## config.mk

```make
export PLATFORM = sky130hd
export DESIGN_NAME = multdiv_flat
export DESIGN_NICKNAME = d
export VERILOG_FILES = /design/src/rtl/multdiv_if.sv /design/src/rtl/multdiv.sv /design/src/flat_wrapper.sv
export SDC_FILE = /design/constraint.sdc
export NUM_CORES = 1
export LEC_CHECK = 0
export ABC_CLOCK_PERIOD_IN_PS = 28800
export CELL_PAD_IN_SITES_DETAIL_PLACEMENT = 1
export CELL_PAD_IN_SITES_GLOBAL_PLACEMENT = 2
export CORE_AREA = 2 2 389 198
export DETAILED_ROUTE_END_ITERATION = 8
export DIE_AREA = 0 0 391 200
export PLACE_DENSITY = 0.65
export SYNTH_ARGS = -nofsm -noshare
export SYNTH_HDL_FRONTEND = slang
export SYNTH_SLANG_ARGS = --single-unit
```

## constraint.sdc

```tcl
create_clock -name clock -period 28.8 [get_ports clock]
set_clock_uncertainty 0.05 [all_clocks]
set_input_delay 5.76 -clock clock [delete_from_list [all_inputs] [get_ports clock]]
set_output_delay 5.76 -clock clock [all_outputs]
set_load 0.02 [all_outputs]
```

## src/rtl/multdiv_if.sv

```systemverilog
// ============================================================================
// Module      : multdiv_if
// Description : Operand, control and result bundle between the decoder/X-M
//               latch and the iterative multiply/divide unit.
// Revision    : 1.0 - initial release
// ============================================================================
`default_nettype none

interface multdiv_if;
  logic [31:0] data_operandA;
  logic [31:0] data_operandB;
  logic        ctrl_MULT;
  logic        ctrl_DIV;
  logic [31:0] data_result;
  logic        data_exception;
  logic        data_resultRDY;
  logic        busy;

  // Decoder / pipeline side: issues operations, consumes results.
  modport master (
    output data_operandA, data_operandB, ctrl_MULT, ctrl_DIV,
    input  data_result, data_exception, data_resultRDY, busy
  );

  // Unit side.
  modport slave (
    input  data_operandA, data_operandB, ctrl_MULT, ctrl_DIV,
    output data_result, data_exception, data_resultRDY, busy
  );
endinterface

`default_nettype wire

```

## src/rtl/multdiv.sv

```systemverilog
// ============================================================================
// Module      : multdiv
// Description : Iterative signed 32-bit multiply (radix-2 shift-add) and
//               divide (restoring, on magnitudes). Fixed 33-cycle latency,
//               registered result/exception, one-cycle ready strobe.
// Revision    : 1.0 - initial release
// ============================================================================
`default_nettype none

module multdiv (
  input  logic     clock,
  input  logic     reset,
  multdiv_if.slave bus
);

  localparam logic [5:0]  c_LAST_STEP = 6'd31;
  localparam logic [5:0]  c_STEPS     = 6'd32;
  localparam logic [31:0] c_INT_MIN   = 32'h8000_0000;

  typedef enum logic [1:0] {
    S_IDLE = 2'd0,
    S_MUL  = 2'd1,
    S_DIV  = 2'd2,
    S_DONE = 2'd3
  } state_t;

  state_t      state_q;
  logic [5:0]  cnt_q;

  // Multiply datapath
  logic [63:0] acc_q;
  logic [63:0] mcand_q;
  logic [31:0] mplier_q;

  // Divide datapath
  logic [32:0] rem_q;
  logic [31:0] quo_q;
  logic [31:0] dvsr_q;
  logic        qneg_q;
  logic        dzero_q;
  logic        dovf_q;

  // Registered outputs
  logic [31:0] result_q;
  logic        exc_q;
  logic        rdy_q;
  logic        busy_q;

  // Combinational next values
  logic        w_start;
  logic [31:0] w_abs_a;
  logic [31:0] w_abs_b;
  logic [63:0] w_pp;
  logic [63:0] acc_d;
  logic [33:0] w_trial;
  logic [32:0] rem_d;
  logic [31:0] quo_d;
  logic [32:0] w_prod_hi;
  logic        w_mul_exc;
  logic [31:0] w_div_res;
  logic        w_div_exc;

  assign bus.data_result    = result_q;
  assign bus.data_exception = exc_q;
  assign bus.data_resultRDY = rdy_q;
  assign bus.busy           = busy_q;

  // Single-step datapath for both operations plus final result shaping.
  always_comb begin
    w_start = bus.ctrl_MULT | bus.ctrl_DIV;
    w_abs_a = bus.data_operandA[31] ? (32'd0 - bus.data_operandA) : bus.data_operandA;
    w_abs_b = bus.data_operandB[31] ? (32'd0 - bus.data_operandB) : bus.data_operandB;

    // Bit 31 of a two's-complement multiplier carries weight -2^31, so the
    // last partial product is subtracted instead of added.
    w_pp  = mplier_q[0] ? mcand_q : 64'd0;
    acc_d = (cnt_q == c_LAST_STEP) ? (acc_q - w_pp) : (acc_q + w_pp);

    // Restoring step: shift next dividend bit into the remainder and keep
    // the difference only when it is non-negative.
    w_trial = {rem_q, quo_q[31]} - {2'b00, dvsr_q};
    rem_d   = w_trial[33] ? {rem_q[31:0], quo_q[31]} : w_trial[32:0];
    quo_d   = {quo_q[30:0], ~w_trial[33]};

    w_prod_hi = acc_q[63:31];
    w_mul_exc = (w_prod_hi != 33'd0) && (w_prod_hi != {33{1'b1}});

    w_div_res = 32'd0;
    w_div_exc = 1'b0;
    if (dzero_q) begin
      w_div_res = 32'd0;
      w_div_exc = 1'b1;
    end else if (dovf_q) begin
      w_div_res = c_INT_MIN;
      w_div_exc = 1'b1;
    end else begin
      w_div_res = qneg_q ? (32'd0 - quo_q) : quo_q;
      w_div_exc = 1'b0;
    end
  end

  // Control FSM, iteration registers and registered outputs.
  always_ff @(posedge clock or posedge reset) begin
    if (reset) begin
      state_q  <= S_IDLE;
      cnt_q    <= 6'd0;
      acc_q    <= 64'd0;
      mcand_q  <= 64'd0;
      mplier_q <= 32'd0;
      rem_q    <= 33'd0;
      quo_q    <= 32'd0;
      dvsr_q   <= 32'd0;
      qneg_q   <= 1'b0;
      dzero_q  <= 1'b0;
      dovf_q   <= 1'b0;
      result_q <= 32'd0;
      exc_q    <= 1'b0;
      rdy_q    <= 1'b0;
      busy_q   <= 1'b0;
    end else if (w_start) begin
      // A start in any state abandons whatever was in flight.
      state_q  <= bus.ctrl_MULT ? S_MUL : S_DIV;
      cnt_q    <= 6'd0;
      acc_q    <= 64'd0;
      mcand_q  <= {{32{bus.data_operandA[31]}}, bus.data_operandA};
      mplier_q <= bus.data_operandB;
      rem_q    <= 33'd0;
      quo_q    <= w_abs_a;
      dvsr_q   <= w_abs_b;
      qneg_q   <= bus.data_operandA[31] ^ bus.data_operandB[31];
      dzero_q  <= (bus.data_operandB == 32'd0);
      dovf_q   <= (bus.data_operandA == c_INT_MIN) && (bus.data_operandB == 32'hFFFF_FFFF);
      rdy_q    <= 1'b0;
      busy_q   <= 1'b1;
    end else begin
      case (state_q)
        S_MUL: begin
          if (cnt_q == c_STEPS) begin
            state_q  <= S_DONE;
            result_q <= acc_q[31:0];
            exc_q    <= w_mul_exc;
            rdy_q    <= 1'b1;
            busy_q   <= 1'b0;
          end else begin
            acc_q    <= acc_d;
            mcand_q  <= {mcand_q[62:0], 1'b0};
            mplier_q <= {1'b0, mplier_q[31:1]};
            cnt_q    <= cnt_q + 6'd1;
          end
        end
        S_DIV: begin
          if (cnt_q == c_STEPS) begin
            state_q  <= S_DONE;
            result_q <= w_div_res;
            exc_q    <= w_div_exc;
            rdy_q    <= 1'b1;
            busy_q   <= 1'b0;
          end else begin
            rem_q <= rem_d;
            quo_q <= quo_d;
            cnt_q <= cnt_q + 6'd1;
          end
        end
        S_DONE: begin
          state_q <= S_IDLE;
          rdy_q   <= 1'b0;
        end
        default: begin
          state_q <= S_IDLE;
          rdy_q   <= 1'b0;
          busy_q  <= 1'b0;
        end
      endcase
    end
  end

endmodule

`default_nettype wire

```

## src/flat_wrapper.sv

```systemverilog
// flat-port wrapper written by rule: the top's interface ports become plain ports
module multdiv_flat 
  (clock, reset, bus_data_operandA, bus_data_operandB, bus_ctrl_MULT, bus_ctrl_DIV, bus_data_result, bus_data_exception, bus_data_resultRDY, bus_busy);
  multdiv_if bus_i ();
  input  logic clock;
  input  logic reset;
  input wire logic [$bits(bus_i.data_operandA)-1:0] bus_data_operandA;
  input wire logic [$bits(bus_i.data_operandB)-1:0] bus_data_operandB;
  input wire logic [$bits(bus_i.ctrl_MULT)-1:0] bus_ctrl_MULT;
  input wire logic [$bits(bus_i.ctrl_DIV)-1:0] bus_ctrl_DIV;
  output wire logic [$bits(bus_i.data_result)-1:0] bus_data_result;
  output wire logic [$bits(bus_i.data_exception)-1:0] bus_data_exception;
  output wire logic [$bits(bus_i.data_resultRDY)-1:0] bus_data_resultRDY;
  output wire logic [$bits(bus_i.busy)-1:0] bus_busy;
  assign bus_i.data_operandA = bus_data_operandA;
  assign bus_i.data_operandB = bus_data_operandB;
  assign bus_i.ctrl_MULT = bus_ctrl_MULT;
  assign bus_i.ctrl_DIV = bus_ctrl_DIV;
  assign bus_data_result = bus_i.data_result;
  assign bus_data_exception = bus_i.data_exception;
  assign bus_data_resultRDY = bus_i.data_resultRDY;
  assign bus_busy = bus_i.busy;
  multdiv u_core (.clock(clock), .reset(reset), .bus(bus_i));
endmodule
```

==> impl_results.md <==
- GPL Wtd Cong: ~0.82
- Maximum fanout along the worst path: 77
- Setup violations, final: 0
- DIE HEIGHT: 200 um
- Fmax: between 100 and 150 MHz
- Final WS setup: 20.13 ns
- CP Class: in -> reg
- Worst path arrival time: 9.10 ns
- Syn Nets: between 3,000 and 4,000
- Dpl hpwl: approximately 60,000 um
- Register area share after synthesis: 33.9%
- Vias per inst: approximately 5.5
- Tot GR Track Use: 21.7%
- Post-CTS Setup Bufs: 0
- Number of fill cells: 8,935
- Die area: 78,200 sq um
- Synth top area cells: dfrtp_1 (34%), nand2_1 (8.4%), a21oi_1 (6.0%)
- Antenna Nets Post-Route: 0
- Met2 GRT Util: 38.0%
- Met1 Use GR: 28.6%
- Element type at the critical path end: register
- Ys Warns: 0
- Pre-CTS setup slack: 19.50 ns
- Post-synth EDFFs: 0
- Clock transition at the registers of the reported paths: about 0.060 ns
- RSZ-0062 raised after global routing: false
- Share of cells above drive strength 1: 4.41%
- Mapped Area: around 22,000 sq um
- Vias in the first global route: 21,723
- Hold buffer count at CTS: 0
- Dominant cell type by area after synthesis: dfrtp_1
- DRT Wirelength: 84,600 um
- CTS resizes: 0
- Distinct cells, synth: about 80
- Initial antenna violation count: 0
- Core area: 74,600 sq um
- Crit path cell chain: clkdlybuf4s50_1, or2_4, buf_4, and2_1, o21ai_1, a211o_1, o211ai_1
- Slowest stage delay, CP: 0.82 ns
- CP delay by family, top: buffers and inverters
- Leakage power: ~10 nW
- Grt ovf: 0
- Layout area overhead: 13.7%
- Worst path required time: 29.23 ns
- Worst-case vdd ir drop: 0.0000310 V
- # DRC: 0
- Fin. max-slew vios: 0
- Die X-Extent: 391 um
- Worst Max-Slew Pin Slew: 1.16 ns
- Fin util: 34.1%
- Initial DRC count: 1,089
- Number of diodes: 0
- H-tree depth: 2
- Hold WC Path Type: reg -> reg
- Post-synth ARST share: 100%
- CTS sink cnt: 303
- Synth top area share: about 34%
- Cts bufs inserted: 36
- Clock root cell: clkbuf_16
- Max Cap Violations: 0
- Rel. slew slack: a little over a fifth
- Hold slack: 0.431 ns
- Initial Util: 29.9%
- WP buf/inv: 2
- Final hold violation count: 0
- Synth Instances: 2,878
- Wire per inst: about 22 um
- #FFs+latches synth: 303
- Final period util: 30.1%
- IO buf count: 102
- Largest net degree at the start of global routing: around 150
- Clock tree buffer depth: 3
- CP startpoint kind: primary input
- Core Rows: 71
- I/O pin cnt: 103
- Post-route minimum period: 8.67 ns
- Via count: approximately 21,000
- PwrDens: 52.4 nW/um^2
- Synth Area per Inst: 7.76 sq um
- Status: finished clean
- Slowest-stage cell, CP: buf_4
- Top Usage Layer GRT: met2
- First-pass GRT wire length: 133,000 um
- DRT Pass-1 Iters: 5
- Met3 global-route usage: 2.49%
- CTS tree: done
- Nets: between 3,000 and 4,000
- Clk_lat worst skew: 0.59 ns
- Setup_tns: 0 ns
- Top FF cell, synth: dfrtp_1
## worst register-to-register path, delay by kind of cell (launching register included)
family | cells | cell delay [ns]
flip-flops | 1 | 0.65
AO/OA/AOI/OAI | 10 | 2.89
buffers and inverters | 2 | 0.77
adder cells (fa/ha/maj) | 1 | 0.45
XOR/XNOR | 1 | 0.24
AND/OR/NAND/NOR | 5 | 1.74
## routing by layer
layer	part of all wire [%]	wire length [um]	vias to the layer above
met5	0	0	-
met4	2.1	1810	0
met3	2.5	2150	87
met2	48	40900	226
met1	47	39800	10635
li1	-	-	10247
## Yosys cell counts, types with 31 or more instances
cell type / n
nand2_1: 501
dfrtp_1: 303
nor2_1: 282
a21oi_1: 266
o21ai_0: 215
clkbuf_1: 151
a31oi_1: 110
ha_1: 105
xnor2_1: 105
xor2_1: 97
inv_1: 77
o31ai_1: 48
nand4_1: 44
nor3_1: 44
nand3_1: 42
a21o_1: 38
nor2b_1: 37
o211ai_1: 36
nor4_1: 31
## layout make-up
| cell class | count | area [sq um] | area share (%) |
|---|---|---|---|
| Timing Repair Buffer | 130 | 1240 | 4.89 |
| Inverter | 77 | 297 | 1.17 |
| Tap cell | 985 | 1230 | 4.85 |
| Sequential cell | 303 | 7590 | 29.8 |
| Clock buffer | 48 | 997 | 3.92 |
| Multi-Input combinational cell | 2329 | 13900 | 54.7 |
| Clock inverter | 15 | 164 | 0.645 |
## placed cells by master, fill, tap and decap left out, drive strengths merged, types with 50 or more instances in the layout
cell type,Yosys,layout
a21oi,267,267
a31oi,111,111
clkdlybuf4s50,0,102
dfrtp,303,303
ha,105,105
inv,77,80
nand2,501,501
nor2,283,283
o21ai,217,217
o31ai,50,50
xnor2,107,107
xor2,97,97
## where the power goes
group / switching [mW] / leakage, nW / internal, mW
registers: 0.0432 / 3.84 / 0.457
clock network: 0.212 / 0.574 / 0.272
logic: 0.223 / 5.99 / 0.125
## flip-flops by register name, summed over array words and instances (netlist names)
name,flops
u_core.cnt_q,6
u_core.quo_q,32
u_core.bus.busy,1
u_core.acc_q,64
u_core.dzero_q,1
u_core.dovf_q,1
u_core.dvsr_q,32
u_core.bus.data_exception,1
u_core.rem_q,33
u_core.qneg_q,1
u_core.mcand_q,64
u_core.bus.data_resultRDY,1
u_core.mplier_q,32
u_core.bus.data_result,32
u_core.state_q,2
## kinds of logic (layout without fill, tap and decap cells)
family	after synthesis	count (layout)	share of synthesized area, %
compound gates	884	884	24.4
xor+xnor	204	204	8.06
fa+ha+maj	107	107	6.06
buf+inv	246	270	4.16
flops	303	303	33.9
mux	30	30	1.36
simple gates	1104	1104	22.1
## metrics by stage
| step | area (sq um) | instances | power [mW] |
|---|---|---|---|
| after floorplan | 22300 | 2878 | 0.735 |
| after global placement | 24300 | 3824 | 0.857 |
| after detailed placement | 24300 | 3824 | 0.861 |
| after CTS | 25400 | 3887 | 1.36 |
| after global routing | 25400 | 3887 | 1.41 |
| final | 25400 | 3887 | 1.33 |
## final timing paths
path	cells past startpoint	from	slack (ns)	end
worst max-delay path	7	bus_ctrl_DIV	20.13	u_core.quo_q[29]
worst min-delay path	2	u_core.dvsr_q[28]	0.43	u_core.dvsr_q[28]
worst max register to register	19	u_core.mplier_q[0]	21.82	u_core.acc_q[54]
worst min register to register	2	u_core.dvsr_q[28]	0.43	u_core.dvsr_q[28]
max in group asynchronous	3	reset	21.44	u_core.mcand_q[13]
min in group asynchronous	2	reset	5.73	u_core.quo_q[12]
Power figures use the tool's default switching activity.
